[config.mk]
export PLATFORM = sky130hd
export DESIGN_NAME = ahb_crypto_master_flat
export DESIGN_NICKNAME = d
export VERILOG_FILES = /design/src/rtl/ahb_crypto_master_if.sv /design/src/rtl/ahb_crypto_master.sv /design/src/flat_wrapper.sv
export SDC_FILE = /design/constraint.sdc
export NUM_CORES = 1
export LEC_CHECK = 0
export BUFFER_PORTS_ARGS = -buffer_cell sky130_fd_sc_hd__buf_2
export CAP_MARGIN = 40
export CORE_AREA = 2 2 168 170
export DETAILED_ROUTE_END_ITERATION = 8
export DIE_AREA = 0 0 170 172
export GPL_ROUTABILITY_DRIVEN = 0
export SYNTH_ARGS = -nofsm -noshare
export SYNTH_HDL_FRONTEND = slang
export SYNTH_SLANG_ARGS = --single-unit
[constraint.sdc]
create_clock -name clk -period 4.5 [get_ports clk]
set_input_delay 0 -clock clk [delete_from_list [all_inputs] [get_ports clk]]
set_output_delay 0 -clock clk [all_outputs]
set_load 0.005 [all_outputs]
[src/rtl/ahb_crypto_master_if.sv]
// AHB-lite style bus bundle between the crypto job master and the crypto slave port.
interface ahb_crypto_master_if #(
  parameter int unsigned DATA_W = 128
);
  logic              HSELx;
  logic              HWRITE;
  logic              HREADY;
  logic [1:0]        HTRANS;
  logic [DATA_W-1:0] HWDATA;
  logic              HREADYOUT;
  logic              HRESP;

  modport master (
    output HSELx, HWRITE, HREADY, HTRANS, HWDATA,
    input  HREADYOUT, HRESP
  );

  modport slave (
    input  HSELx, HWRITE, HREADY, HTRANS, HWDATA,
    output HREADYOUT, HRESP
  );
endinterface

[src/rtl/ahb_crypto_master.sv]
// Issues one crypto job on the bus: key beat, wait beat, SRAM address beat, then N data blocks,
// with BUSY beats whenever the block source is empty, closed by a deselect (last-packet) beat.
module ahb_crypto_master #(
  parameter int unsigned DATA_W = 128,
  parameter int unsigned ADDR_W = 32,
  parameter int unsigned CNT_W  = 8
) (
  input  logic              clk,
  input  logic              n_rst,
  input  logic              start,
  input  logic [DATA_W-1:0] key,
  input  logic [ADDR_W-1:0] sram_base,
  input  logic [CNT_W-1:0]  num_blocks,
  input  logic [DATA_W-1:0] blk_data,
  input  logic              blk_valid,
  output logic              blk_pop,
  ahb_crypto_master_if.master bus,
  output logic              busy,
  output logic              done,
  output logic              error
);

  typedef enum logic [2:0] {StIdle, StKey, StWait, StAddr, StData, StEnd, StErr} state_e;

  state_e            state_q, state_d;
  logic [DATA_W-1:0] key_q;
  logic [ADDR_W-1:0] base_q;
  logic [CNT_W-1:0]  cnt_q, cnt_d;
  logic              error_q;
  logic              accept;

  logic              hsel, hready;
  logic [1:0]        htrans;
  logic [DATA_W-1:0] hwdata;

  always_comb begin
    state_d = state_q;
    cnt_d   = cnt_q;
    accept  = 1'b0;
    hsel    = 1'b0;
    hready  = 1'b0;
    htrans  = 2'b00;
    hwdata  = '0;
    blk_pop = 1'b0;
    busy    = 1'b0;
    done    = 1'b0;
    case (state_q)
      StIdle: begin
        if (start && (num_blocks != '0)) begin
          accept  = 1'b1;
          state_d = StKey;
        end
      end
      StKey, StWait: begin
        hsel   = 1'b1;
        hready = 1'b1;
        busy   = 1'b1;
        htrans = 2'b10;
        hwdata = key_q;
        // The wait beat advances unconditionally; only the key beat honours HREADYOUT.
        if (bus.HRESP)                              state_d = StErr;
        else if (state_q == StWait || bus.HREADYOUT) state_d = (state_q == StKey) ? StWait : StAddr;
      end
      StAddr: begin
        hsel   = 1'b1;
        hready = 1'b1;
        busy   = 1'b1;
        htrans = 2'b10;
        hwdata = {{(DATA_W-ADDR_W){1'b0}}, base_q};
        if (bus.HRESP)          state_d = StErr;
        else if (bus.HREADYOUT) state_d = StData;
      end
      StData: begin
        hsel   = 1'b1;
        hready = 1'b1;
        busy   = 1'b1;
        if (blk_valid) begin
          htrans = 2'b11;
          hwdata = blk_data;
        end else begin
          htrans = 2'b01;
        end
        if (bus.HRESP) begin
          state_d = StErr;
        end else if (blk_valid && bus.HREADYOUT) begin
          blk_pop = 1'b1;
          cnt_d   = cnt_q - CNT_W'(1);
          if (cnt_q == CNT_W'(1)) state_d = StEnd;
        end
      end
      StEnd: begin
        hready  = 1'b1;
        done    = 1'b1;
        state_d = StIdle;
      end
      StErr:   state_d = StIdle;
      default: state_d = StIdle;
    endcase
  end

  always_ff @(posedge clk or negedge n_rst) begin
    if (!n_rst) begin
      state_q <= StIdle;
      key_q   <= '0;
      base_q  <= '0;
      cnt_q   <= '0;
      error_q <= 1'b0;
    end else begin
      state_q <= state_d;
      cnt_q   <= cnt_d;
      if (accept) begin
        key_q   <= key;
        base_q  <= sram_base;
        cnt_q   <= num_blocks;
        error_q <= 1'b0;
      end else if (state_d == StErr) begin
        error_q <= 1'b1;
      end
    end
  end

  assign bus.HSELx  = hsel;
  assign bus.HWRITE = hsel;
  assign bus.HREADY = hready;
  assign bus.HTRANS = htrans;
  assign bus.HWDATA = hwdata;
  assign error      = error_q;

endmodule
[src/flat_wrapper.sv]
// flat-port wrapper written by rule: the top's interface ports become plain ports
module ahb_crypto_master_flat 
#(
  parameter int unsigned DATA_W = 128,
  parameter int unsigned ADDR_W = 32,
  parameter int unsigned CNT_W  = 8
)
  (clk, n_rst, start, key, sram_base, num_blocks, blk_data, blk_valid, blk_pop, busy, done, error, bus_HSELx, bus_HWRITE, bus_HREADY, bus_HTRANS, bus_HWDATA, bus_HREADYOUT, bus_HRESP);
  ahb_crypto_master_if #(.DATA_W(DATA_W)) bus_i ();
  input  logic clk;
  input  logic n_rst;
  input  logic start;
  input  logic [DATA_W-1:0] key;
  input  logic [ADDR_W-1:0] sram_base;
  input  logic [CNT_W-1:0] num_blocks;
  input  logic [DATA_W-1:0] blk_data;
  input  logic blk_valid;
  output logic blk_pop;
  output logic busy;
  output logic done;
  output logic error;
  output wire logic [$bits(bus_i.HSELx)-1:0] bus_HSELx;
  output wire logic [$bits(bus_i.HWRITE)-1:0] bus_HWRITE;
  output wire logic [$bits(bus_i.HREADY)-1:0] bus_HREADY;
  output wire logic [$bits(bus_i.HTRANS)-1:0] bus_HTRANS;
  output wire logic [$bits(bus_i.HWDATA)-1:0] bus_HWDATA;
  input wire logic [$bits(bus_i.HREADYOUT)-1:0] bus_HREADYOUT;
  input wire logic [$bits(bus_i.HRESP)-1:0] bus_HRESP;
  assign bus_HSELx = bus_i.HSELx;
  assign bus_HWRITE = bus_i.HWRITE;
  assign bus_HREADY = bus_i.HREADY;
  assign bus_HTRANS = bus_i.HTRANS;
  assign bus_HWDATA = bus_i.HWDATA;
  assign bus_i.HREADYOUT = bus_HREADYOUT;
  assign bus_i.HRESP = bus_HRESP;
  ahb_crypto_master #(.DATA_W(DATA_W), .ADDR_W(ADDR_W), .CNT_W(CNT_W)) u_core (.clk(clk), .n_rst(n_rst), .start(start), .key(key), .sram_base(sram_base), .num_blocks(num_blocks), .blk_data(blk_data), .blk_valid(blk_valid), .blk_pop(blk_pop), .bus(bus_i), .busy(busy), .done(done), .error(error));
endmodule
==> run_summary.xml <==
<?xml version="1.0" encoding="UTF-8"?>
<metrics>
  <group name="clocking">
    <metric name="cts-buffers-inserted" unit="">17</metric>
    <metric name="clk_latency" unit="ns">0.43</metric>
    <metric name="cts_htree_levels" unit="">4</metric>
    <metric name="cts_tree" unit="">built</metric>
    <metric name="clockBufferDepth" unit="">2</metric>
    <metric name="cts.reportedPaths.clkPinSlew" unit="ns">0.06</metric>
    <metric name="ctsRootBufferMaster" unit="">clkbuf_16</metric>
    <metric name="cts_num_sinks" unit="">172</metric>
    <metric name="post_cts_resized" unit="">0</metric>
  </group>
  <group name="setup_path">
    <metric name="timing.rr.start" unit="">u_core.state_q[2]$_DFF_PN0_</metric>
    <metric name="cp_data_arrival_time" unit="ns">3.07</metric>
    <metric name="cp-start-kind" unit="">flop</metric>
    <metric name="worst_r2r_endpoint" unit="">u_core.state_q[0]$_DFF_PN0_</metric>
    <metric name="source_of_the_critical_timing_path" unit="">u_core.state_q[2]$_DFF_PN0_</metric>
    <metric name="crit_type" unit="">reg -&gt; reg</metric>
    <metric name="timing.critical_path.fanout_max" unit="">65</metric>
    <metric name="timing.critical_path.to_type" unit="">flop</metric>
    <metric name="worstPathRequired" unit="ns">4.85</metric>
    <metric name="reg2reg_setup_slack" unit="ns">1.78</metric>
    <metric name="worst-r2r-cell-count" unit="">5</metric>
    <metric name="critical_path.endpoint" unit="">u_core.state_q[0]$_DFF_PN0_</metric>
  </group>
  <group name="die">
    <metric name="dieHeight" unit="um">172</metric>
    <metric name="floorplan.rows" unit="">61</metric>
    <metric name="core_box_area" unit="mm^2">0.0275</metric>
    <metric name="die_x" unit="um">170</metric>
    <metric name="design.die.area" unit="mm^2">0.0292</metric>
    <metric name="ios" unit="">439</metric>
    <metric name="start_util" unit="">0.298</metric>
  </group>
  <group name="timing">
    <metric name="finalCritPeriodShare" unit="">0.605</metric>
    <metric name="final.min_clock_period" unit="ns">2.72</metric>
    <metric name="post_route_setup_tns" unit="ns">0</metric>
    <metric name="setup-violations-final" unit="">0</metric>
    <metric name="fin_clk_skew" unit="ns">0.0150</metric>
    <metric name="max_freq" unit="MHz">368</metric>
    <metric name="worst_slew_margin_rel" unit="">0.497</metric>
    <metric name="timing.final.max_slew_violations" unit="">0</metric>
    <metric name="number_of_endpoints_with_negative_hold_slack_in_the_final_report" unit="">0</metric>
    <metric name="rsz0062_at_grt" unit="">false</metric>
    <metric name="worstMarginPinSlew" unit="ns">0.754</metric>
  </group>
  <group name="cells_and_area">
    <metric name="final_layout_size_suffix_gt1_frac" unit="">0.452</metric>
    <metric name="multi_input_comb_area" unit="mm^2">0.00347</metric>
    <metric name="fill_cells" unit="">2546</metric>
    <metric name="finish.utilization" unit="">0.471</metric>
    <metric name="area.sequential" unit="mm^2">0.00430</metric>
    <metric name="area_growth" unit="%">57.8</metric>
    <metric name="final_net_count" unit="">1508</metric>
  </group>
  <group name="drt">
    <metric name="post_detailed_route_wirelength_per_cell" unit="um">17.5</metric>
    <metric name="vias" unit="">7581</metric>
    <metric name="route.detailed.drc" unit="">0</metric>
    <metric name="antenna_viol_nets_final" unit="">0</metric>
    <metric name="detailedRoute.firstPassIterationCount" unit="">6</metric>
    <metric name="postRouteWirelength" unit="mm">27.5</metric>
    <metric name="route.detailed.vias_per_inst" unit="">4.84</metric>
    <metric name="detail_route.iter0.violations" unit="">484</metric>
  </group>
  <group name="pwr">
    <metric name="leakagePower" unit="nW">6.45</metric>
    <metric name="powerDensity" unit="mW/mm^2">617</metric>
    <metric name="finalPower" unit="W">0.00798</metric>
    <metric name="peakVddDrop" unit="mV">0.288</metric>
  </group>
  <group name="yosys">
    <metric name="synth_ff_type" unit="">dfrtp_1</metric>
    <metric name="synth.yosys.warnings" unit="">0</metric>
    <metric name="cells_after_synthesis" unit="">624</metric>
    <metric name="yosys-top-cells-count" unit="">dfrtp_1, a22o_1, mux2_1</metric>
    <metric name="async_flop_share" unit="">1.00</metric>
    <metric name="synth_enable_flop_cells" unit="">0</metric>
    <metric name="synth_area_leader_cell" unit="">dfrtp_1</metric>
    <metric name="netlist-cell-type-count" unit="">41</metric>
    <metric name="post_synth_instance_area" unit="mm^2">0.00820</metric>
    <metric name="synth.ff_latch_count" unit="">172</metric>
    <metric name="cell_with_the_most_instances_after_synthesis" unit="">dfrtp_1</metric>
    <metric name="syn-num-nets" unit="">928</metric>
    <metric name="syn_area_per_cell" unit="um^2">13.1</metric>
    <metric name="post-synth-top-area-fraction" unit="">0.525</metric>
    <metric name="synth_top_cells_by_area" unit="">dfrtp_1, mux2_1, a22o_1</metric>
    <metric name="yosysSeqAreaShare" unit="">0.525</metric>
  </group>
  <group name="status">
    <metric name="outcome" unit="">finished clean</metric>
  </group>
  <group name="global_route">
    <metric name="maximum_number_of_pins_on_one_net_before_global_route_repair" unit="">101</metric>
    <metric name="grt_antenna_before_repair" unit="">4</metric>
    <metric name="globalRouteTotalUtil" unit="">0.179</metric>
    <metric name="grt_first_pass_wirelength" unit="mm">40.3</metric>
    <metric name="vias_in_the_first_global_route" unit="">7369</metric>
    <metric name="grt_remaining_overflow" unit="">0</metric>
  </group>
  <group name="hold_path">
    <metric name="hold_class" unit="">in -&gt; reg</metric>
    <metric name="hold-path-cell-count" unit="">4</metric>
  </group>
  <group name="placement">
    <metric name="io_buffer_count" unit="">438</metric>
    <metric name="hpwl" unit="mm">19.3</metric>
  </group>
  <group name="run">
    <metric name="cap_violations" unit="">0</metric>
  </group>
</metrics>
## worst min-delay path by stage
stage                from                       endpoint  slack (ns)
finish              start    u_core.cnt_q[5]$_DFFE_PN0P_        0.04
global route        start    u_core.cnt_q[1]$_DFFE_PN0P_        0.07
CTS                 start    u_core.cnt_q[5]$_DFFE_PN0P_        0.03
detailed placement  n_rst  u_core.base_q[17]$_DFFE_PN0P_        0.06
global placement    n_rst  u_core.base_q[17]$_DFFE_PN0P_        0.06
floorplan           n_rst   u_core.base_q[0]$_DFFE_PN0P_       -0.30
## cell usage in the layout, fill, tap and decap left out, types with 2 or more instances in the layout
cell type      count
o31ai_1            2
clkbuf_8           3
buf_4              5
dlygate4sd3_1    171
nor2_1             5
diode_2            3
mux2_1            94
nor3b_1            3
buf_2            437
nor2b_1            2
a22o_1            96
nor3_1             4
clkinvlp_4         4
clkinv_2           2
a21o_1             2
a21oi_1            4
a222oi_1          32
a221o_1            2
clkinv_4           3
nand2_1            9
o21bai_1           3
o21ai_0            8
buf_12             3
or3_1              2
inv_1             35
clkbuf_16         17
dfrtp_1          172
mux2_2            66
xnor2_1            2
a22oi_1            3
nand3_1            2
nor4_1             3
ha_1               2
inv_6              2
## critical path: stages, from the launching register on
cell,delay (ns)
dfrtp_1,0.65
nor4bb_4,0.43
buf_4,0.62
a41oi_1,0.20
o21bai_1,0.17
dlygate4sd3_1,0.57
## cell type report
cell class                 instances  share of cell area
antenna                            3            0.000580
clock inverter                    12             0.00880
multi-input combinational        361               0.268
tap                              346              0.0335
timing repair buffer             617               0.310
sequential                       172               0.333
inverter                          35              0.0102
clock buffer                      20              0.0361
## cell families (layout without fill, tap and decap cells)
group | count (synthesis) | count (layout) | synth area share
adder cells (fa/ha/maj) | 2 | 2 | 0.00305
buffers and inverters | 91 | 684 | 0.0560
XOR/XNOR | 3 | 3 | 0.00321
multiplexers | 160 | 160 | 0.220
AO/OA/AOI/OAI | 156 | 156 | 0.165
AND/OR/NAND/NOR | 40 | 40 | 0.0284
other | 0 | 3 | 0
flip-flops | 172 | 172 | 0.525
## per-stage QoR
step | cell area [um^2] | setup WS [ns] | instances | hold slack (ns)
2_1_floorplan | 8200 | 2.51 | 624 | -0.296
3_3_place_gp | 10600 | 2.16 | 1360 | 0.0603
3_5_place_dp | 10600 | 2.12 | 1360 | 0.0630
4_1_cts | 12900 | 1.79 | 1563 | 0.0305
5_1_grt | 12900 | 1.59 | 1565 | 0.0679
6_report | 12900 | 1.78 | 1566 | 0.0436
## routing by layer
layer / vias up / GRT usage / share of wire
met2: 333 / 0.314 / 0.51
met1: 3691 / 0.219 / 0.41
met3: 15 / 0.0449 / 0.073
li1: 3540 / - / -
met5: - / 0 / 0.00047
met4: 2 / 0.0468 / 0.0070
## sequential cells by signal (all words and copies together) (netlist names)
register        cells
u_core.error        1
u_core.base_q      32
u_core.cnt_q        8
u_core.key_q      128
u_core.state_q      3
## timing repair
action,CTS,global route
setup buffers,0,0
hold buffers,171,0
hold endpoints to repair,244,0
## power breakdown
part / total [W] / switching (W) / internal (W) / leakage (nW)
clock network: 0.00148 / 0.000668 / 0.000812 / 0.275
logic: 0.00360 / 0.00164 / 0.00196 / 4.14
registers: 0.00290 / 0.000553 / 0.00235 / 2.03
total: 0.00798 / 0.00286 / 0.00512 / 6.45
Note: power is estimated with default switching activity, not from simulation.
